### src/rtl/config_chain_pkg.sv
// Shared types and sizing helpers for the configuration-chain loader.
package config_chain_pkg;

    typedef enum logic [1:0] {
        IDLE      = 2'd0,
        WAIT_WORD = 2'd1,
        SHIFT     = 2'd2,
        DONE      = 2'd3
    } loader_state_t;

    function automatic int unsigned num_words(input int unsigned chain_len,
                                              input int unsigned word_w);
        return (chain_len + word_w - 1) / word_w;
    endfunction

    // Bits carried by the final word of a load (1..word_w).
    function automatic int unsigned last_word_bits(input int unsigned chain_len,
                                                   input int unsigned word_w);
        return chain_len - (num_words(chain_len, word_w) - 1) * word_w;
    endfunction

endpackage

### src/rtl/config_readback_deser.sv
// Collects bits returned from the chain tail into LSB-first readback words,
// flushing a short final word zero-padded.
module config_readback_deser
    import config_chain_pkg::*;
#(
    parameter int unsigned WORD_WIDTH   = 32,
    parameter int unsigned CHAIN_LENGTH = 1024
) (
    input  logic                  clock,
    input  logic                  config_nreset,
    input  logic                  i_clear,
    input  logic                  i_sample,
    input  logic                  i_bit,
    output logic [WORD_WIDTH-1:0] o_data,
    output logic                  o_valid
);
    localparam int unsigned NUM_WORDS = num_words(CHAIN_LENGTH, WORD_WIDTH);
    localparam int unsigned LAST_BITS = last_word_bits(CHAIN_LENGTH, WORD_WIDTH);
    localparam int unsigned BIT_W     = (WORD_WIDTH > 1) ? $clog2(WORD_WIDTH) : 1;
    localparam int unsigned WRD_W     = (NUM_WORDS > 1) ? $clog2(NUM_WORDS) : 1;

    logic [WORD_WIDTH-1:0] r_acc;
    logic [WORD_WIDTH-1:0] r_data;
    logic [BIT_W-1:0]      r_bitcnt;
    logic [WRD_W-1:0]      r_wordcnt;
    logic                  r_valid;
    logic [WORD_WIDTH-1:0] w_acc_next;
    logic                  w_final;
    logic                  w_full;

    always_comb begin
        w_acc_next           = r_acc;
        w_acc_next[r_bitcnt] = i_bit;
    end

    assign w_final = (r_wordcnt == WRD_W'(NUM_WORDS - 1)) &&
                     (r_bitcnt  == BIT_W'(LAST_BITS - 1));
    assign w_full  = (r_bitcnt == BIT_W'(WORD_WIDTH - 1));

    always_ff @(posedge clock or negedge config_nreset) begin
        if (!config_nreset) begin
            r_acc     <= '0;
            r_data    <= '0;
            r_bitcnt  <= '0;
            r_wordcnt <= '0;
            r_valid   <= 1'b0;
        end else begin
            r_valid <= 1'b0;
            if (i_clear) begin
                r_acc     <= '0;
                r_bitcnt  <= '0;
                r_wordcnt <= '0;
            end else if (i_sample) begin
                if (w_full || w_final) begin
                    r_data    <= w_acc_next;
                    r_valid   <= 1'b1;
                    r_acc     <= '0;
                    r_bitcnt  <= '0;
                    r_wordcnt <= w_final ? '0 : r_wordcnt + WRD_W'(1);
                end else begin
                    r_acc    <= w_acc_next;
                    r_bitcnt <= r_bitcnt + BIT_W'(1);
                end
            end
        end
    end

    assign o_data  = r_data;
    assign o_valid = r_valid;

endmodule

### src/rtl/config_chain_loader.sv
// Serialises bitstream words into the tile configuration chain while
// returning the previous chain contents as readback words.
module config_chain_loader
    import config_chain_pkg::*;
#(
    parameter int unsigned WORD_WIDTH   = 32,
    parameter int unsigned CHAIN_LENGTH = 1024,
    parameter int unsigned COUNT_WIDTH  = $clog2(CHAIN_LENGTH + 1)
) (
    input  logic                  clock,
    input  logic                  config_nreset,
    input  logic                  start,
    input  logic [WORD_WIDTH-1:0] word_data,
    input  logic                  word_valid,
    output logic                  word_ready,
    output logic                  chain_config_out,
    output logic                  chain_config_enable,
    input  logic                  chain_config_return,
    output logic [WORD_WIDTH-1:0] readback_data,
    output logic                  readback_valid,
    output logic                  busy,
    output logic                  done
);
    localparam int unsigned WCNT_W = $clog2(WORD_WIDTH + 1);

    loader_state_t         r_state;
    logic [WORD_WIDTH-1:0] r_shreg;
    logic [COUNT_WIDTH-1:0] r_remaining;
    logic [WCNT_W-1:0]     r_wcnt;
    logic                  r_ready;
    logic                  r_out;
    logic                  r_enable;
    logic                  r_busy;
    logic                  r_done;
    logic [WCNT_W-1:0]     w_word_bits;
    logic                  w_clear;

    // Bits to shift for the word being accepted: a full word or the tail.
    assign w_word_bits = (32'(r_remaining) >= WORD_WIDTH) ? WCNT_W'(WORD_WIDTH)
                                                          : WCNT_W'(r_remaining);
    assign w_clear     = (r_state == IDLE) && start;

    always_ff @(posedge clock or negedge config_nreset) begin
        if (!config_nreset) begin
            r_state     <= IDLE;
            r_shreg     <= '0;
            r_remaining <= '0;
            r_wcnt      <= '0;
            r_ready     <= 1'b0;
            r_out       <= 1'b0;
            r_enable    <= 1'b0;
            r_busy      <= 1'b0;
            r_done      <= 1'b0;
        end else begin
            r_done <= 1'b0;
            case (r_state)
                IDLE: begin
                    r_remaining <= COUNT_WIDTH'(CHAIN_LENGTH);
                    if (start) begin
                        r_state <= WAIT_WORD;
                        r_ready <= 1'b1;
                        r_busy  <= 1'b1;
                    end
                end
                WAIT_WORD: begin
                    if (word_valid) begin
                        r_shreg  <= word_data;
                        r_out    <= word_data[0];
                        r_wcnt   <= w_word_bits;
                        r_ready  <= 1'b0;
                        r_enable <= 1'b1;
                        r_state  <= SHIFT;
                    end
                end
                SHIFT: begin
                    r_shreg     <= r_shreg >> 1;
                    r_out       <= r_shreg[1];
                    r_remaining <= r_remaining - COUNT_WIDTH'(1);
                    r_wcnt      <= r_wcnt - WCNT_W'(1);
                    if (r_wcnt == WCNT_W'(1)) begin
                        r_enable <= 1'b0;
                        r_out    <= 1'b0;
                        if (r_remaining == COUNT_WIDTH'(1)) begin
                            r_state <= DONE;
                            r_done  <= 1'b1;
                        end else begin
                            r_state <= WAIT_WORD;
                            r_ready <= 1'b1;
                        end
                    end
                end
                DONE: begin
                    r_state <= IDLE;
                    r_busy  <= 1'b0;
                end
                default: begin
                    r_state <= IDLE;
                end
            endcase
        end
    end

    config_readback_deser #(
        .WORD_WIDTH   (WORD_WIDTH),
        .CHAIN_LENGTH (CHAIN_LENGTH)
    ) u_deser (
        .clock         (clock),
        .config_nreset (config_nreset),
        .i_clear       (w_clear),
        .i_sample      (r_enable),
        .i_bit         (chain_config_return),
        .o_data        (readback_data),
        .o_valid       (readback_valid)
    );

    assign word_ready          = r_ready;
    assign chain_config_out    = r_out;
    assign chain_config_enable = r_enable;
    assign busy                = r_busy;
    assign done                = r_done;

endmodule

### config.mk
export PLATFORM = sky130hd
export DESIGN_NAME = config_chain_loader
export DESIGN_NICKNAME = d
export VERILOG_FILES = /design/src/rtl/config_chain_pkg.sv /design/src/rtl/config_readback_deser.sv /design/src/rtl/config_chain_loader.sv
export SDC_FILE = /design/constraint.sdc
export NUM_CORES = 1
export LEC_CHECK = 0
export BUFFER_PORTS_ARGS = -buffer_cell sky130_fd_sc_hd__buf_2
export CAP_MARGIN = 15
export CORE_ASPECT_RATIO = 1.75
export CORE_MARGIN = 1
export CORE_UTILIZATION = 40
export CTS_BUF_LIST = sky130_fd_sc_hd__clkbuf_4 sky130_fd_sc_hd__clkbuf_8 sky130_fd_sc_hd__clkbuf_16
export DETAILED_ROUTE_END_ITERATION = 8
export GPL_TIMING_DRIVEN = 0
export PLACE_DENSITY = 0.63
export SYNTH_ARGS = -nofsm -noshare
export SYNTH_HDL_FRONTEND = slang
export SYNTH_HIERARCHICAL = 1
export SYNTH_SLANG_ARGS = --single-unit
### constraint.sdc
create_clock -name clock -period 2 [get_ports clock]
set_input_delay 0.4 -clock clock [delete_from_list [all_inputs] [get_ports clock]]
set_output_delay 0.4 -clock clock [all_outputs]
set_load 0.05 [all_outputs]
# [Word level (Yosys, flattened, before mapping)]
# Index checks and enable logic that the tools add are counted.
# Widths: inputs -> output; s select.
[word_totals] regBits=131 in_bits=37 output_inout_bits=38 wordCells=93
[op_classes] add_sub_neg=4 magnitude_cmp=3 n_eq_ne=11 muxes=42 bitwise=1 reduce_logical=18
[ops] cell="$mux 32" count=4
[ops] cell="$pmux 32 s2" count=1
[ops] cell="$mux 5" count=7
[ops] cell="$bwmux 32" count=1
[ops] cell="$pmux 11 s2" count=1
[ops] cell="$mux 1" count=15
[ops] cell="$mux 6" count=2
[ops] cell="$pmux 6 s2" count=1
[ops] cell="$eq 11x1->1 const B" count=1
[ops] cell="$ge 11x6->1 const B" count=1
[ops] cell="$sub 11x1->11 const B" count=1
[ops] cell="$add 5x1->5 const B" count=2
[ops] cell="$eq 5x5->1 const B" count=2
[ops] cell="$reduce_bool 2->1" count=5
[ops] cell="$reduce_and 3->1" count=3
[ops] cell="$mux 2" count=4
[ops] cell="$ne 2x2->1 const B" count=4
[ops] cell="$pmux 2 s4" count=1
[ops] cell="$eq 6x1->1 const B" count=1
[ops] cell="$lt 5x6->1 const B" count=1
[ops] cell="$pmux 1 s2" count=3
[ops] cell="$reduce_and 2->1" count=3
[ops] cell="$sub 6x1->6 const B" count=1
[ops] cell="$demux 1 s5" count=1
[ops] cell="other kinds (10)" count=13

# [Logic depth before layout (Yosys ltp)]
# Gate-level depths: netlist (run 1).
[depth] ltp_word=8 mapped_depth=9 depth_no_buf=6

# [By module]
# Netlist (run 1), hierarchy kept.
[modules_own_cells] mod="config_readback_deser" n_inst=1 cells_each=341 area_per_inst_um2=3523.4 seq_area_each_um2=1751.7
[modules_own_cells] mod="config_chain_loader" n_inst=1 cells_each=309 area_per_inst_um2=2720.1 seq_area_each_um2=1376.3

# [Worst setup path before layout (run 1)]
# OpenSTA, ideal clock, no wires.
[synth_path] kind="reg2reg" startpoint="reg u_deser.r_bitcnt[0]" endpoint="reg u_deser.r_bitcnt[3]" setup_time_ps=76 arrival_ps=2036 t_required_ps=1924 path_slack_ps=-112 stages_incl_launch_ff=9 path_buffers=2 synth_period_minus_slack_ps=2112 path_cell_list="dfrtp_1 > ha_1 > clkbuf_1 > and3_1 > ha_1 > or3b_1 > buf_2 > or3_1 > o21ai_1"
[synth_between] elab_chain_cells=6 word_cells_on_any_way=7 cone_classes="add/sub (1); eq/ne (1); mux (3); reduce/logical (2)"
[synth_lines] element="start, declared" line_no="config_readback_deser.sv:24" text="logic [BIT_W-1:0] r_bitcnt;"
[synth_lines] element="start signal, assigned" line_no="config_readback_deser.sv:62" text="r_bitcnt <= r_bitcnt + BIT_W'(1);"
[synth_lines] element="parallel branches: the longest is 3 deep, another holds $add 5x1->5"
[synth_lines] element="$mux 5 *" line_no="config_readback_deser.sv:54" text="if (w_full || w_final) begin"
[synth_lines] element="$mux 5 *" line_no="config_readback_deser.sv:53" text="end else if (i_sample) begin"
[synth_lines] element="$mux 5 *" line_no="config_readback_deser.sv:49" text="if (i_clear) begin"
# Mark *: on every way between the ends. The select of a mux whose other input is x is not followed.
# A chain may end at the register's enable or synchronous reset.

# [Worst setup path in the final report (run 1)]
[layout_path] startpoint="reg u_deser.r_bitcnt[0]" endpoint="reg u_deser.r_acc[6]"
[layout_between] elab_chain_cells=8 word_cells_on_any_way=12 cone_classes="order compare (2); eq/ne (1); mux (6); reduce/logical (3)"
[layout_lines] element="$lt 5x6->1 (not written as such) / $ge 5x1->1 (equally long branches)" line_no="config_readback_deser.sv:33" text="w_acc_next[r_bitcnt] = i_bit;"
[layout_lines] element="$logic_and 1x1->1 (not written as such)" line_no="config_readback_deser.sv:33"
[layout_lines] element="$mux 1 (not written as such)" line_no="config_readback_deser.sv:33"
[layout_lines] element="$demux 1 s5"
[layout_lines] element="$bwmux 32" line_no="config_readback_deser.sv:33"
[layout_lines] element="$mux 32 *" line_no="config_readback_deser.sv:54"
[layout_lines] element="$mux 32 *" line_no="config_readback_deser.sv:53"
[layout_lines] element="$mux 32 *" line_no="config_readback_deser.sv:49"
[layout_lines] element="end signal, assigned" line_no="config_readback_deser.sv:61" text="r_acc <= w_acc_next;"
[layout_lines] element="end, declared" line_no="config_readback_deser.sv:22" text="logic [WORD_WIDTH-1:0] r_acc;"
# Every way passes the cells marked *; elsewhere a longest branch is shown, timed or not. The select of a mux whose other input is x is not followed.

==> results of run 1 <==
==> layout make-up <==
| class | instances | share of cell area (%) |
|---|---|---|
| multi-input cells | 442 | 37.1 |
| repair buffers | 87 | 6.38 |
| inverters | 30 | 1.45 |
| clock buffers | 18 | 5.64 |
| plain buffers | 49 | 3.60 |
| flip-flops and latches | 125 | 40.2 |
| clock inverters | 14 | 2.65 |
| well taps | 186 | 2.99 |
==> metrics by stage <==
step / power [uW] / util (%) / area (um^2) / std cells
after global placement: 6940 / 45.0 / 6890 / 909
after global routing: 11400 / 50.8 / 7780 / 951
after detailed placement: 7120 / 45.2 / 6930 / 910
after CTS: 10700 / 50.1 / 7680 / 946
after floorplan: 6170 / - / 6290 / 650
final: 10800 / 50.8 / 7780 / 951
==> kinds of logic after synthesis <==
kind of cell	after synthesis	share of synthesized area, %
adder cells (fa/ha/maj)	11	2.20
AND/OR/NAND/NOR	230	20.4
AO/OA/AOI/OAI	163	15.8
multiplexers	37	5.93
buffers and inverters	83	5.51
flip-flops	125	50.1
XOR/XNOR	1	0.140
==> worst max-delay path: cells and delay by family, from the launching register on <==
kind	cells	cell delay (ns)
adders and majority gates	2	0.37
and+or+nand+nor	2	0.57
AOI/OAI and AO/OA	2	0.27
buffers and inverters	2	0.28
DFF	1	0.41
==> placed cells by master, fill, tap and decap left out, types with 4 or more instances in the layout <==
| master | n |
|---|---|
| dfrtp_1 | 122 |
| nand2_1 | 102 |
| buf_2 | 82 |
| o21ai_0 | 44 |
| nor2_1 | 40 |
| mux2i_1 | 37 |
| a31oi_1 | 34 |
| inv_1 | 30 |
| a21oi_1 | 24 |
| o22ai_1 | 19 |
| a22o_1 | 18 |
| clkbuf_16 | 17 |
| clkbuf_1 | 14 |
| buf_4 | 14 |
| nand4b_1 | 13 |
| and4bb_2 | 12 |
| o21ai_1 | 10 |
| clkbuf_2 | 7 |
| ha_1 | 7 |
| nand2b_1 | 6 |
| buf_1 | 6 |
| clkbuf_4 | 5 |
| clkinv_4 | 5 |
| buf_6 | 5 |
| nor2b_1 | 4 |
| nor3_1 | 4 |
| nor4_1 | 4 |
| bufinv_16 | 4 |
| inv_6 | 4 |
| nor4b_4 | 4 |
| nand4_1 | 4 |
==> sequential cells by signal, summed over array words and instances, names as in the netlist <==
signal / count
u_deser/r_acc: 32
done: 1
chain_config_out: 1
r_wcnt: 6
u_deser/r_bitcnt: 5
chain_config_enable: 1
u_deser/o_valid: 1
busy: 1
word_ready: 1
r_remaining: 11
u_deser/o_data: 32
r_shreg: 31
r_state: 2
==> repair_timing <==
item | 4_1_cts | 5_1_grt
endpoints found under the setup margin | 97 | 27
endpoints found under the hold margin | 50 | 0
pin swaps | 4 | 0
buffers inserted | 7 | 5
hold buffers | 1 | 0
gates resized for setup | 29 | 16
==> where the power goes <==
part | internal (uW) | switching [uW] | total, uW
sequential | 3170 | 468 | 3630
combinational | 1610 | 2180 | 3790
clock | 2140 | 1220 | 3370
==> layer usage <==
metal	vias to the layer above	share of wire (%)	global-route usage (%)
met5	-	0	0
met1	2528	37	22.7
li1	2514	-	-
met2	121	56	38.6
met3	32	3.8	4.13
met4	0	2.9	9.14
==> worst min-delay path by stage <==
stage,from,to,slack (ns),depth (start not counted)
floorplan,config_nreset,busy,0.10,0
global placement,u_deser/o_data[25],u_deser/o_data[25],0.46,2
detailed placement,config_nreset,u_deser/o_valid,0.39,1
CTS,word_data[31],r_shreg[31],0.17,3
global route,word_data[31],r_shreg[31],0.18,3
finish,word_data[31],r_shreg[31],0.18,3
==> summary.md, run 1 <==
| Metric | Value |
|---|---|
| Status | finished clean |
| Remaining Overflow, GRT | 0 |
| Diode count | 0 |
| Synth top cells by count | 125 x dfrtp_1, 103 x nand2_1, 44 x o21ai_0 |
| Pleak | 0.00361 uW |
| # H-tree levels | 4 |
| Reg clk slew, reported paths | 0.06 ns |
| Clk buf depth | 2 |
| Tmin final | 1.97 ns |
| Final Skew | 0.00986 ns |
| Syn Inst Count | 650 |
| Top-area cell type share of the netlist area | 50.1% |
| CP Max Fanout | 10 |
| Final Cycle Share | 98.6% |
| CP Launch Type | register |
| PnR worst setup slack | 0.0273 ns |
| Initial antenna violation count | 0 |
| Place WS | -0.574 ns |
| Starting density of the core | 40.8% |
| Syn avg cell area | 9.61 um^2 |
| Num CTS Buffers | 17 |
| Critical-path cell list | ha_4 > and3_4 > ha_4 > or3b_4 > buf_6 > buf_6 > o21ai_1 > a22o_1 |
| Largest net degree at the start of global routing | 76 |
| Worst hold margin | 0.179 ns |
| Top Ports | 75 |
| Worst hold path class | in -> reg |
| #FFs+latches synth | 125 |
| Share of cells above drive strength 1 | 25.0% |
| Area of the multi-input gates | 2880 um^2 |
| Die Height | 167 um |
| Fill count | 1461 |
| # clock sinks | 125 |
| Port Buf Inserts | 73 |
| Crit. End Element | register |
| Fmax | 507 MHz |
| DR iter-0 viols | 192 |
| Worst path slowest cell | dfrtp_1 |
| Drc violations | 0 |
| Worst-Skew Late Latency | 0.42 ns |
| Reg2reg path depth | 8 |
| Post-Route WL | 16100 um |
| Register area | 3130 um^2 |
| HPWL Detailed | 11700 um |
| Vias per cell | 5.46 |
| PD cells | 1390 nW/um^2 |
| Critical path type | reg -> reg |
| Die X-Extent | 96.4 um |
| Reg-to-reg startpoint | u_deser/r_bitcnt[0] |
| Syn_nets | 698 |
| All-layer global routing usage | 21.1% |
| RSZ-0062 raised after global routing | true |
| Asr flop ratio synth | 100% |
| Worst reg-to-reg setup slack | 0.03 ns |
| EDFF count, synth | 0 |
| Critical path arrival | 2.32 ns |
| Fin. Hold Viols | 0 |
| Clk root buf | clkbuf_16 |
| Final setup vio count | 0 |
| Sequential-to-total area share from yosys stat | 50.1% |
| Commonest register cell after synthesis | dfrtp_1 |
| Core ar. | 15300 um^2 |
| Final max-slew violation count | 0 |
| Ranking of synthesized cells by area | dfrtp_1 50%, nand2_1 6.2%, mux2i_1 5.9%, o21ai_0 3.5%, a31oi_1 3.4% |
| Crit path to | u_deser/r_acc[6] |
| Die area | 16100 um^2 |
| Crit path from | u_deser/r_bitcnt[0] |
| Rel. slew slack | 49.1% |
| Slew of the pin with the lowest slew margin | 0.754 ns |
| Setup_tns | 0 ns |
| TritonCTS clock tree | built |
| Yosys warning total | 6 |
| Max Cap Viol | 0 |
| Largest area contributor in the netlist | dfrtp_1 |
| CP max stage delay | 0.41 ns |
| ANT nets after route | 0 |
| WL/cell | 17.0 um |
| First-pass GRT wire length | 26200 um |
| DR vias | 5195 |
| # rows | 60 |
| Drt first pass iters | 5 |
| Gpl congestion | 0.845 |
| Peak supply drop | 0.695 mV |
| Top-count cell post-synth | dfrtp_1 |
| Reg2reg end | u_deser/r_acc[6] |
| Final nets | 800 |
| Vias in the first global route | 5326 |
| Mapped cell area | 6240 um^2 |
| Worst EP required | 2.35 ns |
| Synth unique cells | 50 |
| Layout area overhead | 24.7% |
Power figures use the tool's default switching activity.
==> run 2, diff against run 1 <==
--- a/config.mk
+++ b/config.mk
@@ -5,15 +5,15 @@
 export SDC_FILE = /design/constraint.sdc
 export NUM_CORES = 1
 export LEC_CHECK = 0
-export BUFFER_PORTS_ARGS = -buffer_cell sky130_fd_sc_hd__buf_2
 export CAP_MARGIN = 15
 export CORE_ASPECT_RATIO = 1.75
 export CORE_MARGIN = 1
 export CORE_UTILIZATION = 40
 export CTS_BUF_LIST = sky130_fd_sc_hd__clkbuf_4 sky130_fd_sc_hd__clkbuf_8 sky130_fd_sc_hd__clkbuf_16
 export DETAILED_ROUTE_END_ITERATION = 8
+export DONT_BUFFER_PORTS = 1
 export GPL_TIMING_DRIVEN = 0
-export PLACE_DENSITY = 0.63
+export PLACE_DENSITY = 0.56
 export SYNTH_ARGS = -nofsm -noshare
 export SYNTH_HDL_FRONTEND = slang
 export SYNTH_HIERARCHICAL = 1
==> constraint.sdc (replaced) <==
create_clock -name clock -period 2.31 [get_ports clock]
set_input_delay 0.462 -clock clock [delete_from_list [all_inputs] [get_ports clock]]
set_output_delay 0.462 -clock clock [all_outputs]
set_load 0.05 [all_outputs]
==> summary.md, run 2 (synthesis gave the netlist of run 1 again) <==
| Metric | Value |
|---|---|
| Crit path to | u_deser/r_acc[16] |
| Final max-slew violation count | 0 |
| Worst reg-to-reg setup slack | 0.12 ns |
| TritonCTS clock tree | built |
| Slew of the pin with the lowest slew margin | 1.04 ns |
| Clk root buf | clkbuf_16 |
| HPWL Detailed | 11200 um |
| Fill count | 1498 |
| Tmin final | 2.19 ns |
| CP delay by family, top | simple AND/OR/NAND/NOR gates |
| Vias in the first global route | 5068 |
| Clk buf depth | 2 |
| WP depth | 8 |
| Remaining Overflow, GRT | 0 |
| Final Skew | 0.0139 ns |
| Drc violations | 0 |
| First-pass GRT wire length | 25700 um |
| Initial antenna violation count | 0 |
| Critical path type | reg -> reg |
| WL/cell | 18.1 um |
| Rel. slew slack | 29.9% |
| Largest net degree at the start of global routing | 126 |
| Num CTS Buffers | 17 |
| # H-tree levels | 4 |
| Gpl congestion | 0.848 |
| # rows | 60 |
| Leading cell type in the layout, fill and taps excluded | dfrtp_1 |
| CP max stage delay | 0.45 ns |
| Layout Cells excl Fill | 864 |
| Reg clk slew, reported paths | 0.06 ns |
| Final Cycle Share | 95.0% |
| Peak supply drop | 0.584 mV |
| CP bufs+invs | 3 |
| Final Cell Area | 7140 um^2 |
| Port Buf Inserts | 0 |
| Reg2reg end | u_deser/r_acc[16] |
| Post-Route WL | 15600 um |
| CP Max Fanout | 19 |
| RSZ-0062 raised after global routing | false |
| Top Ports | 75 |
| Die X-Extent | 96.4 um |
| Critical-path cell list | buf_4 > and3_1 > ha_1 > nor3b_4 > and2_1 > buf_2 > buf_4 > a22o_1 |
| Worst-Skew Late Latency | 0.42 ns |
| Max Cap Viol | 0 |
| Die area | 16100 um^2 |
| Worst hold margin | -0.271 ns |
| Violated checks | hold timing |
| Reg-to-reg startpoint | u_deser/r_bitcnt[3] |
| Starting density of the core | 40.8% |
| Pleak | 0.00316 uW |
| All-layer global routing usage | 20.9% |
| Crit. End Element | register |
| Critical path arrival | 2.55 ns |
| Vias per cell | 5.69 |
| Crit path from | u_deser/r_bitcnt[3] |
| Share of cells above drive strength 1 | 13.9% |
| CP most frequent cell | buf_4 |
| DR iter-0 viols | 161 |
| PD cells | 1240 nW/um^2 |
| DR vias | 4919 |
| Placed inst area | 6480 um^2 |
| Most frequent cells in the layout | 124 x dfrtp_1, 102 x nand2_1, 44 x o21ai_0 |
| Inst Count DP | 836 |
| Final setup vio count | 0 |
| ANT nets after route | 0 |
| Layout area overhead | 14.3% |
| Post-CTS setup buffers | 0 |
| CP Launch Type | register |
| Fin. Hold Viols | 125 |
| Worst path slowest cell | dfrtp_2 |
| Worst hold path class | in -> async |
| Final nets | 713 |
| Core ar. | 15300 um^2 |
| Total chip power | 8850 uW |
| Diode count | 0 |
| Worst EP required | 2.66 ns |
| Fmax | 456 MHz |
| Die Height | 167 um |
| # clock sinks | 125 |
| Status | finished with violations |
| Drt first pass iters | 6 |
| Reg2reg path depth | 8 |
[run 2: power breakdown]
part | leakage [uW] | switching (uW) | internal, uW
registers | 0.00161 | 513 | 2740
clock network | 0.000297 | 1030 | 1770
logic | 0.00125 | 1630 | 1170
[run 2: worst reg2reg max path, stage by stage (launching register included)]
cell     delay (ns)
dfrtp_2        0.45
buf_4          0.22
and3_1         0.21
ha_1           0.23
nor3b_4        0.31
and2_1         0.17
buf_2          0.18
buf_4          0.20
a22o_1         0.17
[run 2: area by class of cell]
type	count	area, um^2	area share [%]
Sequential cell	125	3130	43.8
Multi-Input combinational cell	442	2800	39.3
Clock buffer	20	460	6.45
Buffer	49	236	3.31
Tap cell	186	233	3.26
Clock inverter	12	161	2.26
Inverter	30	113	1.58
[run 2: timing repair]
action | in CTS | in global routing
endpoints found under the hold margin | 125 | 125
endpoints found under the setup margin | 69 | 58
cloned | 0 | 0
gates resized for setup | 21 | 4
pin swaps | 0 | 0
[run 2: how the worst min path moves through the flow]
stage / depth (start not counted) / slack (ns) / startpoint / endpoint
3_5_place_dp: 0 / 0.17 / config_nreset / u_deser/o_valid
6_report: 0 / -0.27 / config_nreset / u_deser/o_valid
5_1_grt: 0 / -0.29 / config_nreset / u_deser/o_valid
3_3_place_gp: 0 / 0.17 / config_nreset / u_deser/o_valid
4_1_cts: 0 / -0.29 / config_nreset / u_deser/o_valid
2_1_floorplan: 0 / 0.17 / config_nreset / busy
[run 2: metal layers]
metal  global-route usage [%]  part of all wire (%)
met1                     21.6                    37
met2                     38.4                    56
met3                     5.77                   4.4
met4                     8.06                   2.0
met5                        0                     0
[run 2: per-stage QoR]
stage / worst slack, ns / TNS, ns / hold slack (ns) / utilization [%]
finish: 0.117 / 0 / -0.271 / 46.6
global route: 0.00104 / 0 / -0.291 / 46.6
CTS: 0.0159 / 0 / -0.285 / 46.6
detailed placement: -0.509 / -24.73 / 0.170 / 42.3
global placement: -0.452 / -22.59 / 0.170 / 42.3
floorplan: 0.198 / 0 / 0.166 / -
